[config.mk]
export PLATFORM = sky130hd
export DESIGN_NAME = branch_predictor
export DESIGN_NICKNAME = d
export VERILOG_FILES = /design/src/rtl/branch_predictor.sv
export SDC_FILE = /design/constraint.sdc
export NUM_CORES = 1
export LEC_CHECK = 0
export BUFFER_PORTS_ARGS = -buffer_cell sky130_fd_sc_hd__buf_2
export CELL_PAD_IN_SITES_DETAIL_PLACEMENT = 0
export CELL_PAD_IN_SITES_GLOBAL_PLACEMENT = 1
export CORE_UTILIZATION = 42
export CTS_CLUSTER_DIAMETER = 60
export DETAILED_ROUTE_END_ITERATION = 8
export HOLD_SLACK_MARGIN = 0.03
export PLACE_DENSITY_LB_ADDON = 0.1
export SYNTH_ARGS = -nofsm -noshare
export SYNTH_HDL_FRONTEND = slang
export SYNTH_SLANG_ARGS = --single-unit
[constraint.sdc]
create_clock -name clk -period 3.2 [get_ports clk]
set_clock_uncertainty 0.15 [all_clocks]
set_input_delay 0.48 -clock clk [delete_from_list [all_inputs] [get_ports clk]]
set_output_delay 0.48 -clock clk [all_outputs]
set_load 0.05 [all_outputs]
[src/rtl/branch_predictor.sv]
// Fetch-stage branch direction predictor: table of 2-bit saturating counters, plus statistics.
// Optional gshare indexing is enabled with `define BP_GSHARE_EN.
module branch_predictor #(
   parameter int unsigned ENTRIES  = 64,
   parameter int unsigned GHR_BITS = 6,
   localparam int unsigned IDX     = $clog2(ENTRIES)
) (
   input  logic           clk,
   input  logic           rst_n,
   input  logic [31:0]    pred_pc,
   output logic           pred_taken,
   output logic [IDX-1:0] pred_idx,
   input  logic           upd_valid,
   input  logic [IDX-1:0] upd_idx,
   input  logic           upd_pred,
   input  logic           upd_taken,
   output logic           mispredict,
   output logic [31:0]    br_count,
   output logic [31:0]    miss_count
);

   localparam logic [1:0] WEAK_NT = 2'b01;

   logic [1:0]     cnt_q [ENTRIES];
   logic [1:0]     cnt_cur;
   logic [1:0]     cnt_nxt;
   logic [IDX-1:0] pc_idx;
   logic           unused_ok;

   assign pc_idx = pred_pc[IDX+1:2];

`ifdef BP_GSHARE_EN
   logic [GHR_BITS-1:0] ghr;

   // Non-speculative history: shifts only on resolved branches
   always_ff @(posedge clk or negedge rst_n) begin
      if (!rst_n) begin
         ghr <= '0;
      end else if (upd_valid) begin
         ghr <= {ghr[GHR_BITS-2:0], upd_taken};
      end
   end

   assign pred_idx  = pc_idx ^ IDX'(ghr);
   assign unused_ok = ^{pred_pc[1:0], pred_pc[31:IDX+2]};
`else
   assign pred_idx  = pc_idx;
   assign unused_ok = ^{pred_pc[1:0], pred_pc[31:IDX+2], 1'(GHR_BITS)};
`endif

   assign pred_taken = cnt_q[pred_idx][1];
   assign mispredict = upd_valid & (upd_pred ^ upd_taken);

   // Saturating counter step for the entry being retrained
   always_comb begin
      cnt_cur = cnt_q[upd_idx];
      cnt_nxt = cnt_cur;
      if (upd_taken) begin
         if (cnt_cur != 2'b11) cnt_nxt = cnt_cur + 2'd1;
      end else begin
         if (cnt_cur != 2'b00) cnt_nxt = cnt_cur - 2'd1;
      end
   end

   always_ff @(posedge clk or negedge rst_n) begin
      if (!rst_n) begin
         for (int unsigned i = 0; i < ENTRIES; i++) begin
            cnt_q[i] <= WEAK_NT;
         end
      end else if (upd_valid) begin
         cnt_q[upd_idx] <= cnt_nxt;
      end
   end

   // Branch and misprediction counters, saturating at all-ones
   always_ff @(posedge clk or negedge rst_n) begin
      if (!rst_n) begin
         br_count   <= '0;
         miss_count <= '0;
      end else if (upd_valid) begin
         if (br_count != '1) br_count <= br_count + 32'd1;
         if (mispredict && (miss_count != '1)) miss_count <= miss_count + 32'd1;
      end
   end

endmodule

==> results.py, run 1 <==
metrics = {
    "run_status": {
        "outcome": "completed",
    },
    "floorplanning": {
        "die_h_um": 154.1,
        "die_width_um": 154.1,
        "num_io_pins": 115,
        "core_um2": 22640,
        "start_util": 0.4291,
        "die_area_um2": 23750,
        "rows": 55,
    },
    "synth": {
        "ys_top_cells_by_area": "dfrtp_1, dfstp_2, mux4_2",
        "synth_area_um2": 9716,
        "synth_edf_count": 0,
        "ys_warn_count": 0,
        "yosysSeqAreaShare": 0.5028,
        "synth_seq_cells": 192,
        "synth.avg_cell_area_um2": 11.23,
        "yosysUniqueCellTypes": 55,
        "synthArstFlopShare": 1.000,
        "synthFlopType": "dfrtp_1",
        "synthCells": 865,
        "synth_top_area_cell": "dfrtp_1",
        "syn-num-nets": 910,
        "synth_top_cell_area_share": 0.3297,
    },
    "sta": {
        "rsz0062_at_grt": "true",
        "drv_slew": 0,
        "fin_ws_ns": 0.05092,
        "worst_pin_slew_ns": 0.6712,
        "setup_violations": 0,
        "slew-limit-headroom": 0.5509,
        "fmax_mhz": 317.6,
        "timing.final.crit_share": 0.9841,
        "hold_viol": 0,
        "min_period_ns": 3.149,
    },
    "cts": {
        "clockBufferDepth": 2,
        "clock_latency_ns": 0.43,
        "cts.sinks": 192,
        "cts_made_buffers": 17,
        "htreeDepth": 4,
        "cts-root-buf": "clkbuf_16",
        "cts_setup_buffers": 0,
        "clk_pin_slew_ns": 0.07,
        "cts_tree": "built",
    },
    "worst_setup_path": {
        "critPathRequiredTime_ns": 2.57,
        "setup.worst_path.end": "pred_taken",
        "path_delay_family": "multiplexers",
        "path_depth": 4,
        "cpMaxStageDelayCell": "mux4_2",
        "r2r_start": "cnt_q[23]",
        "critPathMaxFanout": 3,
        "rr_endpoint": "cnt_q[25]",
        "critPathLaunchType": "register",
        "worst-r2r-cell-count": 8,
        "crit_buf_inv": 1,
        "cpMostUsedCell": "mux4_2",
        "rrSetupSlack_ns": 0.09,
        "endpoint_kind": "output pin",
        "cp-startpoint": "cnt_q[57]",
        "cp_cell_sequence": "mux4_2 -> mux4_2 -> mux4_2 -> buf_6",
        "cp_slowest_stage_delay_ns": 0.53,
        "crit_type": "reg2out",
        "worstPathArrival_ns": 2.52,
    },
    "placed_design": {
        "globalplace.congestion": 0.8252,
        "numPortBuffers": 88,
        "place_area_um2": 10860,
        "post-place-ws_ns": -0.3879,
        "hpwlAfterDp_um": 18490,
        "dp_cells": 1255,
    },
    "job": {
        "max_cap_violations": 0,
    },
    "global_routing": {
        "gr-usage-met3": 0.03439,
        "grt_max_degree": 72,
        "grt_usage": 0.2236,
        "met2_usage": 0.3697,
        "use_met1": 0.3065,
        "first_global_vias": 7240,
        "grt_pass1_wl_um": 40680,
        "antenna_found_initial": 0,
        "grt_overflow": 0,
        "top_usage_layer": "met2",
    },
    "pwr": {
        "p_leak_nw": 5.102,
        "power_density_nw_per_um2": 556.6,
        "ir_drop_uv": 313.4,
    },
    "layout": {
        "fin_util": 0.5068,
        "seq_area_um2": 4885,
        "multi_input_area_um2": 4508,
        "drive_above_1_share": 0.3629,
        "syn_to_final_growth_pct": 18.09,
        "fin_nets": 1035,
        "nFillCells": 2032,
        "diodes": 0,
        "stdcell_count": 1288,
        "fin_area_um2": 11470,
    },
    "route": {
        "drc_errors": 0,
        "num_vias": 7097,
        "totalWireLength_um": 24970,
        "final_antenna_net_count": 0,
        "vias_per_cell": 5.510,
        "drtPass1Iterations": 4,
        "wl_per_cell_um": 19.39,
        "dr.first_iter.drc_count": 338,
    },
    "worst_hold_path": {
        "min_path_type": "in2reg",
        "holdPathStages": 3,
    },
}
[cells in the mapped netlist (all sizes together) (4+ instances only)]
| cell type | instances |
|---|---|
| nand2 | 160 |
| nor2 | 29 |
| mux4 | 37 |
| or3 | 4 |
| dfrtp | 128 |
| nor2b | 6 |
| a22oi | 5 |
| xnor2 | 44 |
| nand3 | 33 |
| nand2b | 4 |
| a31oi | 4 |
| dfstp | 64 |
| nand4 | 24 |
| o21ai | 70 |
| mux2i | 13 |
| xor2 | 17 |
| nor3 | 9 |
| buf | 30 |
| and2 | 8 |
| a21oi | 9 |
| o221ai | 4 |
| and4 | 8 |
| mux2 | 74 |
| and3 | 10 |
| inv | 13 |
| a22o | 4 |
| clkbuf | 19 |
| a221oi | 4 |
[cell families (layout without fill, tap and decap cells)]
family | Yosys count | count (layout) | synth area share
simple gates | 309 | 309 | 0.1493
flops | 192 | 192 | 0.5028
mux | 124 | 124 | 0.1849
compound gates | 113 | 113 | 0.06916
buf+inv | 62 | 200 | 0.03387
xor+xnor | 61 | 61 | 0.05499
fa+ha+maj | 4 | 4 | 0.005022
[report_power, final]
group / internal (mW) / leakage (nW) / total (mW) / switching (mW)
combinational: 0.472 / 2.41 / 1.28 / 0.803
clock: 1.11 / 0.286 / 2.12 / 1.01
sequential: 2.76 / 2.40 / 2.99 / 0.226
total: 4.34 / 5.10 / 6.39 / 2.04
[per-layer routing]
layer | up-vias | routed length, um
met2 | 174 | 12250
met1 | 3567 | 11300
met4 | 0 | 352
li1 | 3335 | -
met3 | 21 | 1069
met5 | - | 0
[through the flow]
step / total power, mW / hold slack, ns / setup TNS, ns
2_1_floorplan: 3.858 / 0.03441 / 0
3_3_place_gp: 4.268 / 0.3132 / -34.12
3_5_place_dp: 4.316 / 0.3200 / -36.02
4_1_cts: 6.460 / 0.3091 / 0
5_1_grt: 6.690 / 0.3444 / -0.01819
6_report: 6.386 / 0.3153 / 0
[cell type report]
type / count / area share
inverter: 13 / 0.004253
clock inverter: 14 / 0.01330
clock buffer: 18 / 0.03740
sequential: 192 / 0.4257
multi-input combinational: 611 / 0.3929
timing repair buffer: 155 / 0.09531
tap: 285 / 0.03108
[layout by cell type (no fill, tap or decap), drive strengths merged, types with 19 or more instances in the layout]
cell type and count:
buf 153, nand4 24, xnor2 44, inv 20, dfstp 64, o21ai 70, nand3 33, clkbuf 19
dfrtp 128, nand2 160, mux4 37, mux2 74, nor2 29
[state kept, by name (all words and copies together), names as in the netlist]
signal,flops
br_count,32
miss_count,32
cnt_q,128
[what timing repair did]
action	in CTS	in global routing
gates resized for setup	0	6
setup endpoints to repair	0	65
endpoints found under the hold margin	47	0
hold buffers	1	0
[worst reg2reg max path, cell delays in order, from the launching register on]
cell and delay, ns:
dfrtp_1 0.41, mux4_2 0.47, mux2_2 0.30, a22oi_2 0.20, nand4_1 0.16, or4_1 0.45, maj3_4 0.39, buf_12 0.18
mux2_2 0.28
[worst min-delay path by stage]
stage | from | end | slack (ns)
2_1_floorplan | rst_n | br_count[0] | 0.03
3_3_place_gp | cnt_q[118] | cnt_q[118] | 0.31
3_5_place_dp | cnt_q[82] | cnt_q[82] | 0.32
4_1_cts | upd_valid | br_count[2] | 0.31
5_1_grt | upd_valid | br_count[0] | 0.34
6_report | upd_valid | br_count[0] | 0.32
No activity file was read; power rests on OpenSTA's default activity.
==> run 2: changes to the inputs <==
--- a/config.mk
+++ b/config.mk
@@ -8,6 +8,7 @@
 export BUFFER_PORTS_ARGS = -buffer_cell sky130_fd_sc_hd__buf_2
 export CELL_PAD_IN_SITES_DETAIL_PLACEMENT = 0
 export CELL_PAD_IN_SITES_GLOBAL_PLACEMENT = 1
+export CORE_ASPECT_RATIO = 1.25
 export CORE_UTILIZATION = 42
 export CTS_CLUSTER_DIAMETER = 60
 export DETAILED_ROUTE_END_ITERATION = 8
==> results.py, run 2 (synthesis results as in run 1) <==
metrics = {
    "run_status": {
        "outcome": "completed",
    },
    "job": {
        "max_cap_violations": 0,
    },
    "route": {
        "dr.first_iter.drc_count": 347,
        "final_antenna_net_count": 0,
        "drtPass1Iterations": 5,
        "num_vias": 7130,
        "vias_per_cell": 5.557,
        "totalWireLength_um": 25340,
        "drc_errors": 0,
        "wl_per_cell_um": 19.75,
    },
    "layout": {
        "drive_above_1_share": 0.3660,
        "final_cell_mix": "nand2_1, dfrtp_1, buf_2",
        "diodes": 0,
        "stdcell_count": 1283,
        "reg_top3": "cnt_q: 128 flops, br_count: 32 flops, miss_count: 32 flops",
        "largest_reg_flops": 128,
        "syn_to_final_growth_pct": 18.02,
        "fin_nets": 1032,
        "top_register": "cnt_q",
        "fin_area_um2": 11470,
        "layout_commonest_cell": "nand2_1",
    },
    "worst_setup_path": {
        "critPathLaunchType": "register",
        "cp_slowest_stage_delay_ns": 0.53,
        "cp_cell_sequence": "mux4_2 -> mux4_2 -> mux4_2 -> buf_6",
        "worst-r2r-cell-count": 8,
        "crit_type": "reg2out",
        "cpMostUsedCell": "mux4_2",
        "path_delay_family": "multiplexers",
        "crit_buf_inv": 1,
        "critPathMaxFanout": 3,
        "path_depth": 4,
        "rr_endpoint": "cnt_q[17]",
        "cp-startpoint": "cnt_q[65]",
        "cpMaxStageDelayCell": "mux4_2",
        "rrSetupSlack_ns": 0.15,
        "critPathRequiredTime_ns": 2.57,
        "worstPathArrival_ns": 2.52,
        "r2r_start": "cnt_q[21]",
        "endpoint_kind": "output pin",
    },
    "cts": {
        "cts.sinks": 192,
        "clk_pin_slew_ns": 0.08,
        "clock_latency_ns": 0.44,
        "htreeDepth": 4,
        "cts_tree": "built",
        "cts_setup_buffers": 0,
        "clockBufferDepth": 2,
        "cts-root-buf": "clkbuf_16",
        "cts_made_buffers": 17,
    },
    "global_routing": {
        "first_global_vias": 7482,
        "grt_pass1_wl_um": 41230,
        "grt_max_degree": 81,
        "grt_usage": 0.2256,
        "grt_overflow": 0,
        "antenna_found_initial": 0,
    },
    "sta": {
        "hold_slack_ns": 0.2898,
        "fmax_mhz": 317.7,
        "slew-limit-headroom": 0.5351,
        "timing.final.crit_share": 0.9836,
        "tns_ns": 0,
        "min_period_ns": 3.148,
        "setup_violations": 0,
        "rsz0062_at_grt": "true",
        "drv_slew": 0,
        "fin_ws_ns": 0.05240,
        "worst_pin_slew_ns": 0.6948,
        "hold_viol": 0,
    },
    "pwr": {
        "power_density_nw_per_um2": 560.6,
        "p_leak_nw": 5.096,
        "ir_drop_uv": 509.8,
    },
    "worst_hold_path": {
        "hold_path.startpoint": "upd_valid",
        "holdPathStages": 3,
        "min_path_type": "in2reg",
        "hold_end": "br_count[0]",
    },
    "placed_design": {
        "numPortBuffers": 88,
        "globalplace.congestion": 0.8028,
        "dp_cells": 1250,
        "post-place-ws_ns": -0.5853,
        "hpwlAfterDp_um": 18070,
        "place_area_um2": 10820,
    },
    "floorplanning": {
        "start_util": 0.4330,
        "num_io_pins": 115,
        "die_width_um": 138.0,
        "rows": 61,
        "die_h_um": 172.0,
        "core_um2": 22440,
        "die_area_um2": 23750,
    },
}
## run 2: stage by stage
stage / power [mW] / utilization
after floorplan: 3.858 / -
after global placement: 4.263 / 0.4824
after detailed placement: 4.313 / 0.4824
after CTS: 6.499 / 0.5098
after global routing: 6.749 / 0.5110
final: 6.428 / 0.5110
## run 2: how the worst max path moves through the flow
stage	to	slack, ns
6_report	pred_taken	0.05
5_1_grt	pred_taken	-0.02
4_1_cts	pred_taken	0.001
3_5_place_dp	cnt_q[82]	-0.59
3_3_place_gp	cnt_q[19]	-0.53
2_1_floorplan	cnt_q[107]	0.02
## run 2: metal layers
metal | global-route usage | up-vias | routed length (um)
met5 | 0 | - | 0
met4 | 0.09030 | 0 | 724
met3 | 0.04431 | 47 | 1238
met2 | 0.3815 | 189 | 12600
met1 | 0.2853 | 3573 | 10780
li1 | - | 3321 | -
## run 2: worst register-to-register path: cells and delay by family (launching register included)
family | cells | cell delay [ns]
AO/OA/AOI/OAI | 1 | 0.17
adder cells (fa/ha/maj) | 1 | 0.39
buffers and inverters | 1 | 0.18
flip-flops | 1 | 0.41
multiplexers | 3 | 1.04
AND/OR/NAND/NOR | 2 | 0.59
## run 2: repair_timing
action | 4_1_cts | 5_1_grt
gates resized for setup | 3 | 7
cloned | 0 | 0
hold buffers | 1 | 0
pin swaps | 0 | 4
endpoints found under the hold margin | 49 | 0
endpoints found under the setup margin | 129 | 113
## run 2: layout make-up
cell class	count	area [um^2]
Fill cell	2044	10970
Sequential cell	192	4885
Multi-Input combinational cell	611	4527
Timing Repair Buffer	152	1057
Clock buffer	17	425.4
Tap cell	283	354.1
Clock inverter	15	168.9
Inverter	13	48.80
## run 2: power by group
group	total (mW)	internal [mW]	switching (mW)	leakage [nW]
clock network	2.16	1.11	1.04	0.293
logic	1.28	0.472	0.808	2.40
registers	2.99	2.76	0.231	2.40
==> run 3: changes to the inputs <==
==> config.mk (replaced) <==
export PLATFORM = sky130hd
export DESIGN_NAME = branch_predictor
export DESIGN_NICKNAME = d
export VERILOG_FILES = /design/src/rtl/branch_predictor.sv
export SDC_FILE = /design/constraint.sdc
export NUM_CORES = 1
export LEC_CHECK = 0
export CORE_ASPECT_RATIO = 1.25
export CORE_UTILIZATION = 55
export CTS_CLUSTER_DIAMETER = 60
export DETAILED_ROUTE_END_ITERATION = 8
export DONT_BUFFER_PORTS = 1
export GPL_ROUTABILITY_DRIVEN = 0
export HOLD_SLACK_MARGIN = 0.03
export PLACE_DENSITY = 0.73
export SYNTH_ARGS = -nofsm -noshare
export SYNTH_HDL_FRONTEND = slang
export SYNTH_SLANG_ARGS = --single-unit
==> results.py, run 3 (synthesis results as in run 1) <==
metrics = {
    "worst_setup_path": {
        "cp-startpoint": "cnt_q[65]",
        "rrSetupSlack_ns": 0.14,
        "cpMostUsedCell": "mux4_2",
        "cpMaxStageDelayCell": "mux4_2",
        "path_delay_family": "multiplexers",
        "rr_endpoint": "cnt_q[99]",
        "r2r_start": "cnt_q[19]",
        "worstPathArrival_ns": 2.50,
        "crit_buf_inv": 0,
        "endpoint_kind": "output pin",
        "critPathMaxFanout": 3,
        "crit_type": "reg2out",
        "cp_slowest_stage_delay_ns": 0.63,
        "cp_cell_sequence": "mux4_2 -> mux4_2 -> mux4_2",
        "critPathRequiredTime_ns": 2.57,
        "critPathLaunchType": "register",
        "worst-r2r-cell-count": 8,
    },
    "layout": {
        "largest_reg_flops": 128,
        "reg_top3": "cnt_q: 128 flops, br_count: 32 flops, miss_count: 32 flops",
        "final_cell_mix": "nand2_1, dfrtp_1, mux2_2",
        "top_register": "cnt_q",
        "syn_to_final_growth_pct": 10.55,
        "fin_area_um2": 10740,
        "fin_nets": 934,
        "diodes": 0,
        "drive_above_1_share": 0.2871,
        "layout_commonest_cell": "nand2_1",
    },
    "sta": {
        "hold_slack_ns": -0.4092,
        "worst_pin_slew_ns": 0.9164,
        "slew-limit-headroom": 0.3868,
        "timing.final.crit_share": 0.9787,
        "rsz0062_at_grt": "false",
        "setup_violations": 0,
        "tns_ns": 0,
        "drv_slew": 0,
        "fin_ws_ns": 0.06829,
        "hold_viol": 192,
        "fmax_mhz": 319.3,
        "min_period_ns": 3.132,
    },
    "global_routing": {
        "gr-usage-met3": 0.05682,
        "met2_usage": 0.4609,
        "antenna_found_initial": 0,
        "grt_overflow": 0,
        "use_met1": 0.3300,
        "top_usage_layer": "met2",
        "grt_usage": 0.2732,
        "grt_pass1_wl_um": 38190,
        "grt_max_degree": 193,
        "first_global_vias": 7385,
    },
    "route": {
        "drtPass1Iterations": 6,
        "wl_per_cell_um": 20.62,
        "dr.first_iter.drc_count": 457,
        "num_vias": 6886,
        "drc_errors": 0,
        "totalWireLength_um": 23130,
        "vias_per_cell": 6.137,
        "final_antenna_net_count": 0,
    },
    "cts": {
        "clockBufferDepth": 2,
        "cts_setup_buffers": 0,
        "clk_pin_slew_ns": 0.06,
        "cts_tree": "built",
        "clock_latency_ns": 0.44,
        "cts_made_buffers": 17,
        "cts.sinks": 192,
        "cts-root-buf": "clkbuf_16",
        "htreeDepth": 4,
    },
    "pwr": {
        "p_leak_nw": 4.581,
        "power_density_nw_per_um2": 582.7,
        "power_mw": 6.258,
        "ir_drop_uv": 512.3,
    },
    "floorplanning": {
        "start_util": 0.5701,
        "core_um2": 17040,
        "die_area_um2": 18200,
        "die_width_um": 120.9,
        "die_h_um": 150.6,
        "num_io_pins": 115,
        "rows": 53,
    },
    "placed_design": {
        "numPortBuffers": 0,
        "post-place-ws_ns": 0.06638,
        "hpwlAfterDp_um": 15680,
        "place_area_um2": 10140,
    },
    "worst_hold_path": {
        "min_path_type": "in2async",
    },
    "job": {
        "max_cap_violations": 0,
    },
    "run_status": {
        "outcome": "complete, but fails checks",
        "violations": "negative hold slack",
    },
}
-- run 3: where the power goes --
group / leakage (nW) / internal [mW] / switching, mW / total [mW]
Clock: 0.295 / 1.27 / 0.892 / 2.16
Sequential: 2.40 / 2.76 / 0.212 / 2.97
Combinational: 1.88 / 0.437 / 0.687 / 1.12
Total: 4.58 / 4.47 / 1.79 / 6.26
-- run 3: per-stage QoR --
step | util | std cells | hold slack, ns
6_report | 0.6302 | 1122 | -0.4092
3_3_place_gp | 0.5950 | 1090 | 0.04223
4_1_cts | 0.6302 | 1122 | -0.4244
3_5_place_dp | 0.5950 | 1090 | 0.04196
5_1_grt | 0.6302 | 1122 | -0.4180
2_1_floorplan | - | 865 | 0.03441
-- run 3: layout make-up --
cell class | instances | area, um^2
Clock inverter | 10 | 135.1
Sequential cell | 192 | 4885
Timing Repair Buffer | 54 | 430.4
Fill cell | 1320 | 6302
Clock buffer | 22 | 464.2
Inverter | 13 | 48.80
Multi-Input combinational cell | 611 | 4502
Tap cell | 220 | 275.3
-- run 3: layer usage --
metal  share of wire  wire length, um
met1            0.39             9100
met2            0.50            11590
met3           0.069             1604
met4           0.036              837
met5               0                0
-- run 3: what timing repair did --
action | 4_1_cts | 5_1_grt
setup endpoints to repair | 0 | 0
endpoints found under the hold margin | 192 | 192
resized for setup | 0 | 0
-- run 3: worst max-delay path by stage --
stage            endpoint  slack (ns)  depth (start not counted)
2_1_floorplan  cnt_q[107]        0.02                         10
3_3_place_gp    cnt_q[41]        0.13                          8
3_5_place_dp    cnt_q[99]        0.07                          8
4_1_cts        pred_taken        0.05                          3
5_1_grt         cnt_q[78]        0.03                          8
6_report       pred_taken        0.07                          3
